### src/rtl/systolic_feeder.sv
// Purpose : buffers A (data rows) and B (weight columns) and streams them diagonally skewed into a 2D systolic array.
// Latency : lanes carry step-0 operands the cycle after start; STREAM lasts K_DEPTH+2*ARRAY_SIZE-2 cycles, then one DONE cycle.
// Backpr. : no downstream backpressure; host writes accepted only while wr_ready (IDLE), start outside IDLE is ignored.
//
// Ports: clk/rst (async active-low); wr_en/wr_sel/wr_addr/wr_data/wr_ready host write port
// (A: row*K_DEPTH+k, B: col*K_DEPTH+k); start single-cycle pass request; data_out/weight_out
// skewed lanes (lane i at [i*DATAW +: DATAW]); systolic_en array enable; busy; done end-of-pass pulse.
module systolic_feeder #(
    parameter int DATAW      = 16,
    parameter int ARRAY_SIZE = 2,
    parameter int K_DEPTH    = 4,
    parameter int AW         = $clog2(ARRAY_SIZE*K_DEPTH)
) (
    input  logic                        clk,
    input  logic                        rst,
    input  logic                        wr_en,
    input  logic                        wr_sel,
    input  logic [AW-1:0]               wr_addr,
    input  logic [DATAW-1:0]            wr_data,
    output logic                        wr_ready,
    input  logic                        start,
    output logic [ARRAY_SIZE*DATAW-1:0] data_out,
    output logic [ARRAY_SIZE*DATAW-1:0] weight_out,
    output logic                        systolic_en,
    output logic                        busy,
    output logic                        done
);

    localparam int DEPTH = ARRAY_SIZE*K_DEPTH;
    localparam int LAST  = K_DEPTH + 2*ARRAY_SIZE - 3;
    localparam int SW    = $clog2(LAST+1);

    typedef enum logic [1:0] {IDLE, STREAM, DONE} state_t;

    state_t            state;
    logic [SW-1:0]     step;
    logic [DATAW-1:0]  a_buf [DEPTH];
    logic [DATAW-1:0]  b_buf [DEPTH];

    logic                        wr_acc;
    logic [SW-1:0]               nxt_step;
    logic [AW-1:0]               a_idx;
    logic [AW-1:0]               b_idx;
    logic [ARRAY_SIZE*DATAW-1:0] data_nxt;
    logic [ARRAY_SIZE*DATAW-1:0] weight_nxt;

    // Out-of-range addresses are compared one bit wider so a non-power-of-two depth is caught.
    assign wr_acc = wr_en && (state == IDLE) && ({1'b0, wr_addr} < (AW+1)'(DEPTH));

    // Lane values for the step the outputs will show next cycle. A write landing in the
    // same cycle as start is forwarded so the pass sees the new operand.
    always_comb begin
        nxt_step   = (state == IDLE) ? '0 : step + 1'b1;
        a_idx      = '0;
        b_idx      = '0;
        data_nxt   = '0;
        weight_nxt = '0;
        for (int i = 0; i < ARRAY_SIZE; i++) begin
            if (int'(nxt_step) >= i && int'(nxt_step) - i < K_DEPTH) begin
                a_idx = AW'(i*K_DEPTH + int'(nxt_step) - i);
                b_idx = AW'(i*K_DEPTH + int'(nxt_step) - i);
                data_nxt[i*DATAW +: DATAW]   = (wr_acc && !wr_sel && wr_addr == a_idx) ? wr_data : a_buf[a_idx];
                weight_nxt[i*DATAW +: DATAW] = (wr_acc &&  wr_sel && wr_addr == b_idx) ? wr_data : b_buf[b_idx];
            end
        end
    end

    always_ff @(posedge clk or negedge rst) begin
        if (!rst) begin
            state       <= IDLE;
            step        <= '0;
            data_out    <= '0;
            weight_out  <= '0;
            systolic_en <= 1'b0;
            busy        <= 1'b0;
            done        <= 1'b0;
            wr_ready    <= 1'b1;
            for (int i = 0; i < DEPTH; i++) begin
                a_buf[i] <= '0;
                b_buf[i] <= '0;
            end
        end else begin
            if (wr_acc) begin
                if (wr_sel) b_buf[wr_addr] <= wr_data;
                else        a_buf[wr_addr] <= wr_data;
            end
            case (state)
                IDLE: begin
                    if (start) begin
                        state       <= STREAM;
                        step        <= nxt_step;
                        data_out    <= data_nxt;
                        weight_out  <= weight_nxt;
                        systolic_en <= 1'b1;
                        busy        <= 1'b1;
                        wr_ready    <= 1'b0;
                    end
                end
                STREAM: begin
                    if (step == SW'(LAST)) begin
                        // Dropping the enable here also clears the array's own enable counter.
                        state       <= DONE;
                        data_out    <= '0;
                        weight_out  <= '0;
                        systolic_en <= 1'b0;
                        done        <= 1'b1;
                    end else begin
                        step       <= nxt_step;
                        data_out   <= data_nxt;
                        weight_out <= weight_nxt;
                    end
                end
                DONE: begin
                    state    <= IDLE;
                    done     <= 1'b0;
                    busy     <= 1'b0;
                    wr_ready <= 1'b1;
                end
                default: state <= IDLE;
            endcase
        end
    end

endmodule

### config.mk
export PLATFORM = sky130hd
export DESIGN_NAME = systolic_feeder
export DESIGN_NICKNAME = d
export VERILOG_FILES = /design/src/rtl/systolic_feeder.sv
export SDC_FILE = /design/constraint.sdc
export NUM_CORES = 1
export LEC_CHECK = 0
export ABC_AREA = 1
export ABC_CLOCK_PERIOD_IN_PS = 3730
export BUFFER_PORTS_ARGS = -buffer_cell sky130_fd_sc_hd__buf_2
export CORE_UTILIZATION = 66
export DETAILED_ROUTE_END_ITERATION = 10
export PLACE_DENSITY = 0.9
export SETUP_SLACK_MARGIN = 0.15
export SLEW_MARGIN = 20
export SYNTH_ARGS = -nofsm -noshare
export SYNTH_HDL_FRONTEND = slang
export SYNTH_SLANG_ARGS = --single-unit
### constraint.sdc
create_clock -name clk -period 3.73 [get_ports clk]
set_clock_uncertainty 0.2 [all_clocks]
set_input_delay 0.5595 -clock clk [delete_from_list [all_inputs] [get_ports clk]]
set_output_delay 0.5595 -clock clk [all_outputs]
set_load 0.05 [all_outputs]
==> results of run 1 <==
layer usage:
metal | vias to the layer above | part of all wire | routed length [um] | GRT usage
met2 | 876 | 0.46 | 18600 | 0.548
met5 | - | 0 | 0 | 0
met1 | 6346 | 0.38 | 15500 | 0.483
li1 | 6226 | - | - | -
met4 | 0 | 0.048 | 1950 | 0.190
met3 | 144 | 0.12 | 4750 | 0.0645
flip-flops by register name (all words and copies together), names as in the netlist:
signal,count
busy,1
wr_ready,1
data_out,32
a_buf,128
step,3
state,2
systolic_en,1
b_buf,128
weight_out,32
done,1
kinds of logic (layout without fill, tap and decap cells):
| kind of cell | after synthesis | in the layout | synth area share |
|---|---|---|---|
| DFF | 329 | 329 | 0.541 |
| AOI/OAI and AO/OA | 265 | 265 | 0.0881 |
| buffers and inverters | 359 | 426 | 0.0945 |
| and+or+nand+nor | 1072 | 1072 | 0.274 |
| other | 0 | 1 | 0 |
| xor gates and xnor gates | 1 | 1 | 0.000576 |
| adders and majority gates | 2 | 2 | 0.00164 |
per-stage QoR:
stage / power (uW) / utilization
after floorplan: 11700 / -
after global placement: 13400 / 0.699
after detailed placement: 13800 / 0.699
after CTS: 17500 / 0.751
after global routing: 18700 / 0.752
final: 17600 / 0.752
cell usage after synthesis, types with 3 or more instances:
cell type    n  area (um2)
nand3_1     75         375
a21oi_1     65         325
o21ai_0    195         976
nand2_1    874        3280
inv_1      238         893
buf_4       10        75.1
dfrtp_1    328        8210
nor2_2       3        18.8
nor2_1     112         420
clkbuf_1    65         244
buf_2       43         215
inv_2        3        11.3
where the power goes:
group	internal [uW]	switching (uW)	total [uW]	leakage, uW
sequential	5240	707	5940	0.00375
combinational	2270	5860	8140	0.00479
clock	2120	1390	3520	0.000583
worst min path at each step:
stage | end | slack (ps) | depth (start not counted)
2_1_floorplan | a_buf[0] | 60 | 0
6_report | busy | 230 | 3
3_5_place_dp | data_out[7] | 260 | 2
5_1_grt | busy | 240 | 3
4_1_cts | busy | 210 | 3
3_3_place_gp | systolic_en | 250 | 2
repair_timing:
action | in CTS | in global routing
hold buffers | 1 | 0
endpoints found under the hold margin | 88 | 0
setup buffers | 0 | 0
gates resized for setup | 0 | 0
worst min-delay path, delay by kind of cell:
kind                   cells  cell delay, ps
buffers and inverters      1             120
AND/OR/NAND/NOR            2             220
final cells by class:
type	count	share of cell area
multi-input cells	1340	0.328
flip-flops and latches	329	0.484
inverters	241	0.0531
well taps	285	0.0209
diodes	1	0.000147
repair buffers	124	0.0450
clock buffers	52	0.0630
clock inverters	9	0.00559
==> summary.txt, run 1 <==
Synth
  – Synthesized net count: 2054
  – Flops & latches, synth: 329
  – Seq/Total Area, Yosys: 0.541
  – Mean area per synthesized cell: 7.50 um2
  – EDFF count, synth: 0
  – Synth cell types: 25
  – Cells after Synth: 2028
  – Mapped cell area: 15200 um2
  – Ys async rst share: 1.00
  – Yosys warning total: 0
  – Ys flop type: dfrtp_1

GRT
  – Vias in the first global route: 13119
  – Initial antenna violation count: 1
  – Total gr overflow: 0
  – GRT Util Overall: 0.355
  – Largest net degree at the start of global routing: 94
  – First-pass GRT wire length: 66.2 mm

Setup path
  – Worst r2r path cells: 10
  – Worst setup EP type: register
  – Flop-to-flop setup slack: 890 ps
  – R2R Path Start: step[0]
  – CP Buf/Inv Count: 3
  – Critical Path Stages: 10
  – Worst reg2reg endpoint: weight_out[5]
  – Critical path's most frequent cell: nand2_1
  – Crit path arrival time: 3040 ps
  – Crit path required time: 3930 ps
  – Critical path type: register to register
  – CP endpoint: weight_out[5]
  – CP Launch Type: register
  – CP max FO: 36
  – Crit path cell chain: buf_4 -> ha_1 -> inv_1 -> nand2_1 -> nand3_1 -> nand2_1 -> buf_4 -> nor2_1 -> nand2_1 -> nand2_1
  – Crit path launch: step[0]
  – Cell at the slowest stage of the critical path: nand2_1
  – Crit path max-delay family: simple AND/OR/NAND/NOR gates
  – CP max stage delay: 600 ps

Place
  – Placed cell area: 15800 um2
  – Routability cong.: 0.818
  – Place WS: 1060 ps
  – Inst Count DP: 2318
  – Final HPWL DP: 23.5 mm
  – IO buf count: 91

Power
  – P_leak: 0.00913 uW
  – Worst vdd ir: 0.782 mV
  – Ratio of total power to cell area: 1030 nW/um2

Timing
  – Final Hold Viols: 0
  – Max Freq: 352 MHz
  – Setup TNS: 0 ps
  – Slew Limit Fails: 0
  – Period utilisation layout: 0.761
  – Slew HR: 0.450
  – Min Clock Period, post-route: 2840 ps
  – Final hold slack: 230 ps
  – Setup WS post-layout: 893 ps
  – Worst Tran Pin Value: 824 ps
  – Setup Viol. Count Final: 0
  – Unrepaired setup endpoints after global routing: false

Finish
  – Final #Nets: 2097
  – Reg area: 8230 um2
  – Commonest non-fill, non-tap cells in the layout: nand2_1 (873), dfrtp_1 (328), inv_1 (238)
  – Commonest non-fill, non-tap cell in the layout: nand2_1
  – Non-filler instance count after layout: 2381
  – Multi-input logic area: 5590 um2
  – Synthesis-to-finish area growth: 11.8%
  – Design area: 17000 um2
  – Layout cells sized above 1: 0.0964
  – Layout fillers: 1521

Route
  – DR vias: 13592
  – Iteration-0 DRC Markers: 1725
  – Routed wire length: 40.7 mm
  – Vias per cell: 5.71
  – DR WL/cell: 17.1 um
  – # DRC: 0
  – Antenna Nets Post-Route: 0
  – TritonRoute pass-1 iters: 7

Die
  – Starting Density: 0.672
  – Die area: 23700 um2
  – Die width: 154 um
  – Cell Rows: 55
  – Core area: 22600 um2
  – Top Ports: 92
  – Die Y: 154 um

Run status
  – Outcome: finished clean

Worst hold path
  – Hold Path Origin: start
  – Tightest Hold Check Type: input port to register

Flow run
  – Max Cap Viol: 0

CTS
  – Worst skew pair latency: 520 ps
  – H-tree levels: 2
  – Clk buf depth: 3
  – Clock transition at path regs: 60 ps
  – Cts bufs inserted: 35
  – TritonCTS clock tree: built
  – CTS sink cnt: 329
  – Clock root buffer: clkbuf_16
No activity file was read; power rests on OpenSTA's default activity.
==> run 2, diff against run 1 <==
--- a/config.mk
+++ b/config.mk
@@ -6,11 +6,11 @@
 export NUM_CORES = 1
 export LEC_CHECK = 0
 export ABC_AREA = 1
-export ABC_CLOCK_PERIOD_IN_PS = 3730
+export ABC_CLOCK_PERIOD_IN_PS = 2890
 export BUFFER_PORTS_ARGS = -buffer_cell sky130_fd_sc_hd__buf_2
-export CORE_UTILIZATION = 66
+export CORE_UTILIZATION = 61
 export DETAILED_ROUTE_END_ITERATION = 10
-export PLACE_DENSITY = 0.9
+export PLACE_DENSITY = 0.84
 export SETUP_SLACK_MARGIN = 0.15
 export SLEW_MARGIN = 20
 export SYNTH_ARGS = -nofsm -noshare
==> constraint.sdc (replaced) <==
create_clock -name clk -period 2.89 [get_ports clk]
set_clock_uncertainty 0.2 [all_clocks]
set_input_delay 0.4335 -clock clk [delete_from_list [all_inputs] [get_ports clk]]
set_output_delay 0.4335 -clock clk [all_outputs]
set_load 0.05 [all_outputs]
==> summary.txt, run 2 (synthesis results as in run 1) <==
Run status
  – Outcome: finished clean (unchanged)

GRT
  – Vias in the first global route: 12658 (was 13119)
  – Initial antenna violation count: 1 (unchanged)
  – First-pass GRT wire length: 64.9 mm (was 66.2 mm)
  – Total gr overflow: 0 (unchanged)
  – GRT Util Overall: 0.321 (was 0.355)
  – Largest net degree at the start of global routing: 73 (was 94)

Setup path
  – Critical path type: register to register (unchanged)
  – Critical path's most frequent cell: nand2_1 (unchanged)
  – CP max FO: 15 (was 36)
  – CP Launch Type: register (unchanged)
  – CP max stage delay: 520 ps (was 600 ps)
  – Worst r2r path cells: 7 (was 10)
  – R2R Path Start: state[0] (was step[0])
  – Crit path cell chain: nor2_4 -> nand3_2 -> nor2_2 -> inv_2 -> nand2_1 -> nand2_1 -> nand2_1 (was buf_4 -> ha_1 -> inv_1 -> nand2_1 -> nand3_1 -> nand2_1 -> buf_4 -> nor2_1 -> nand2_1 -> nand2_1)
  – Flop-to-flop setup slack: 460 ps (was 890 ps)
  – Cell at the slowest stage of the critical path: nor2_2 (was nand2_1)
  – Crit path required time: 3130 ps (was 3930 ps)
  – Crit path arrival time: 2670 ps (was 3040 ps)
  – Worst reg2reg endpoint: weight_out[27] (was weight_out[5])
  – Worst setup EP type: register (unchanged)

Power
  – Ratio of total power to cell area: 1300 nW/um2 (was 1030 nW/um2)
  – Worst vdd ir: 0.929 mV (was 0.782 mV)
  – P_leak: 0.00916 uW (was 0.00913 uW)

Die
  – Top Ports: 92 (unchanged)
  – Core area: 24400 um2 (was 22600 um2)
  – Cell Rows: 57 (was 55)
  – Die Y: 160 um (was 154 um)
  – Die width: 160 um (was 154 um)
  – Starting Density: 0.624 (was 0.672)
  – Die area: 25600 um2 (was 23700 um2)

Finish
  – Biggest regs: a_buf: 128 flops, b_buf: 128 flops (unchanged)
  – Design area: 17100 um2 (was 17000 um2)
  – Layout cells sized above 1: 0.0989 (was 0.0964)
  – Synthesis-to-finish area growth: 12.5% (was 11.8%)
  – Commonest non-fill, non-tap cell in the layout: nand2_1 (unchanged)
  – Final #Nets: 2106 (was 2097)
  – Commonest non-fill, non-tap cells in the layout: nand2_1 (873), dfrtp_1 (328), inv_1 (238) (unchanged)
  – Layout fillers: 1912 (was 1521)

Timing
  – Worst Tran Pin Value: 575 ps (was 824 ps)
  – Setup Viol. Count Final: 0 (unchanged)
  – Unrepaired setup endpoints after global routing: false (unchanged)
  – Min Clock Period, post-route: 2430 ps (was 2840 ps)
  – Slew Limit Fails: 0 (unchanged)
  – Setup TNS: 0 ps (unchanged)
  – Final Hold Viols: 0 (unchanged)
  – Period utilisation layout: 0.839 (was 0.761)
  – Final hold slack: 129 ps (was 230 ps)
  – Slew HR: 0.616 (was 0.450)
  – Max Freq: 412 MHz (was 352 MHz)

Flow run
  – Max Cap Viol: 0 (unchanged)

Worst hold path
  – Hold Path Origin: start (unchanged)
  – Tightest Hold Check Type: input port to register (unchanged)
  – WHS Path Cells: 3 (unchanged)
  – Endpoint, Worst Hold: busy (unchanged)

CTS
  – H-tree levels: 2 (unchanged)
  – Cts bufs inserted: 36 (was 35)
  – Clock transition at path regs: 60 ps (about the same)
  – Setup repair bufs after CTS: 0 (unchanged)
  – Clock root buffer: clkbuf_16 (unchanged)
  – Clk buf depth: 3 (unchanged)
  – Cts repair resizes: 0 (unchanged)
  – CTS Hold Buffers Added: 1 (unchanged)
  – TritonCTS clock tree: built (unchanged)
  – Worst skew pair latency: 510 ps (was 520 ps)
  – CTS sink cnt: 329 (unchanged)

Place
  – IO buf count: 91 (unchanged)
  – Routability cong.: 0.854 (was 0.818)
  – Final HPWL DP: 23.8 mm (was 23.5 mm)
  – Placed cell area: 16000 um2 (was 15800 um2)

Route
  – # DRC: 0 (unchanged)
  – TritonRoute pass-1 iters: 5 (was 7)
  – Vias per cell: 5.43 (was 5.71)
  – DR vias: 13199 (was 13592)
  – DR WL/cell: 16.2 um (was 17.1 um)
  – Iteration-0 DRC Markers: 1156 (was 1725)
  – Routed wire length: 39.4 mm (was 40.7 mm)
  – Antenna Nets Post-Route: 0 (unchanged)
[run 2: worst max path at each step]
stage,from,end,slack [ps],cells past startpoint
2_1_floorplan,step[0],data_out[1],1040,8
3_3_place_gp,step[0],weight_out[13],670,10
3_5_place_dp,state[0],weight_out[27],580,7
4_1_cts,step[1],weight_out[27],520,12
5_1_grt,step[1],weight_out[27],340,12
6_report,state[0],weight_out[27],460,7
[run 2: layout make-up]
| class | count | area (um2) | share of cell area |
|---|---|---|---|
| flip-flops and latches | 329 | 8230 | 0.481 |
| multi-input cells | 1340 | 5590 | 0.326 |
| clock buffers | 54 | 1070 | 0.0625 |
| inverters | 241 | 905 | 0.0528 |
| repair buffers | 132 | 876 | 0.0512 |
| well taps | 324 | 405 | 0.0237 |
| clock inverters | 8 | 42.5 | 0.00248 |
| diodes | 1 | 2.50 | 0.000146 |
[run 2: metal layers]
layer / track usage / up-vias / wire length (um)
met5: 0 / - / 0
met4: 0.128 / 0 / 1500
met3: 0.0504 / 97 / 3810
met2: 0.504 / 627 / 17900
met1: 0.451 / 6231 / 16100
li1: - / 6244 / -
[run 2: report_power, final]
part | internal, uW | switching, uW | total [uW]
Clock | 2550 | 1790 | 4340
Combinational | 3000 | 7330 | 10300
Sequential | 6760 | 877 | 7630
Total | 12300 | 10000 | 22300
[run 2: through the flow]
stage | instances | util | worst slack (ps) | total power [uW]
after floorplan | 2028 | - | 1040 | 15100
after global placement | 2365 | 0.656 | 674 | 17400
after detailed placement | 2365 | 0.656 | 575 | 17800
after CTS | 2428 | 0.702 | 515 | 22300
after global routing | 2429 | 0.702 | 338 | 24000
final | 2429 | 0.702 | 465 | 22300
[run 2: critical path, delay by kind of cell, from the launching register on]
kind	cells	cell delay, ps
buffers and inverters	1	290
DFF	1	490
and+or+nand+nor	6	1360
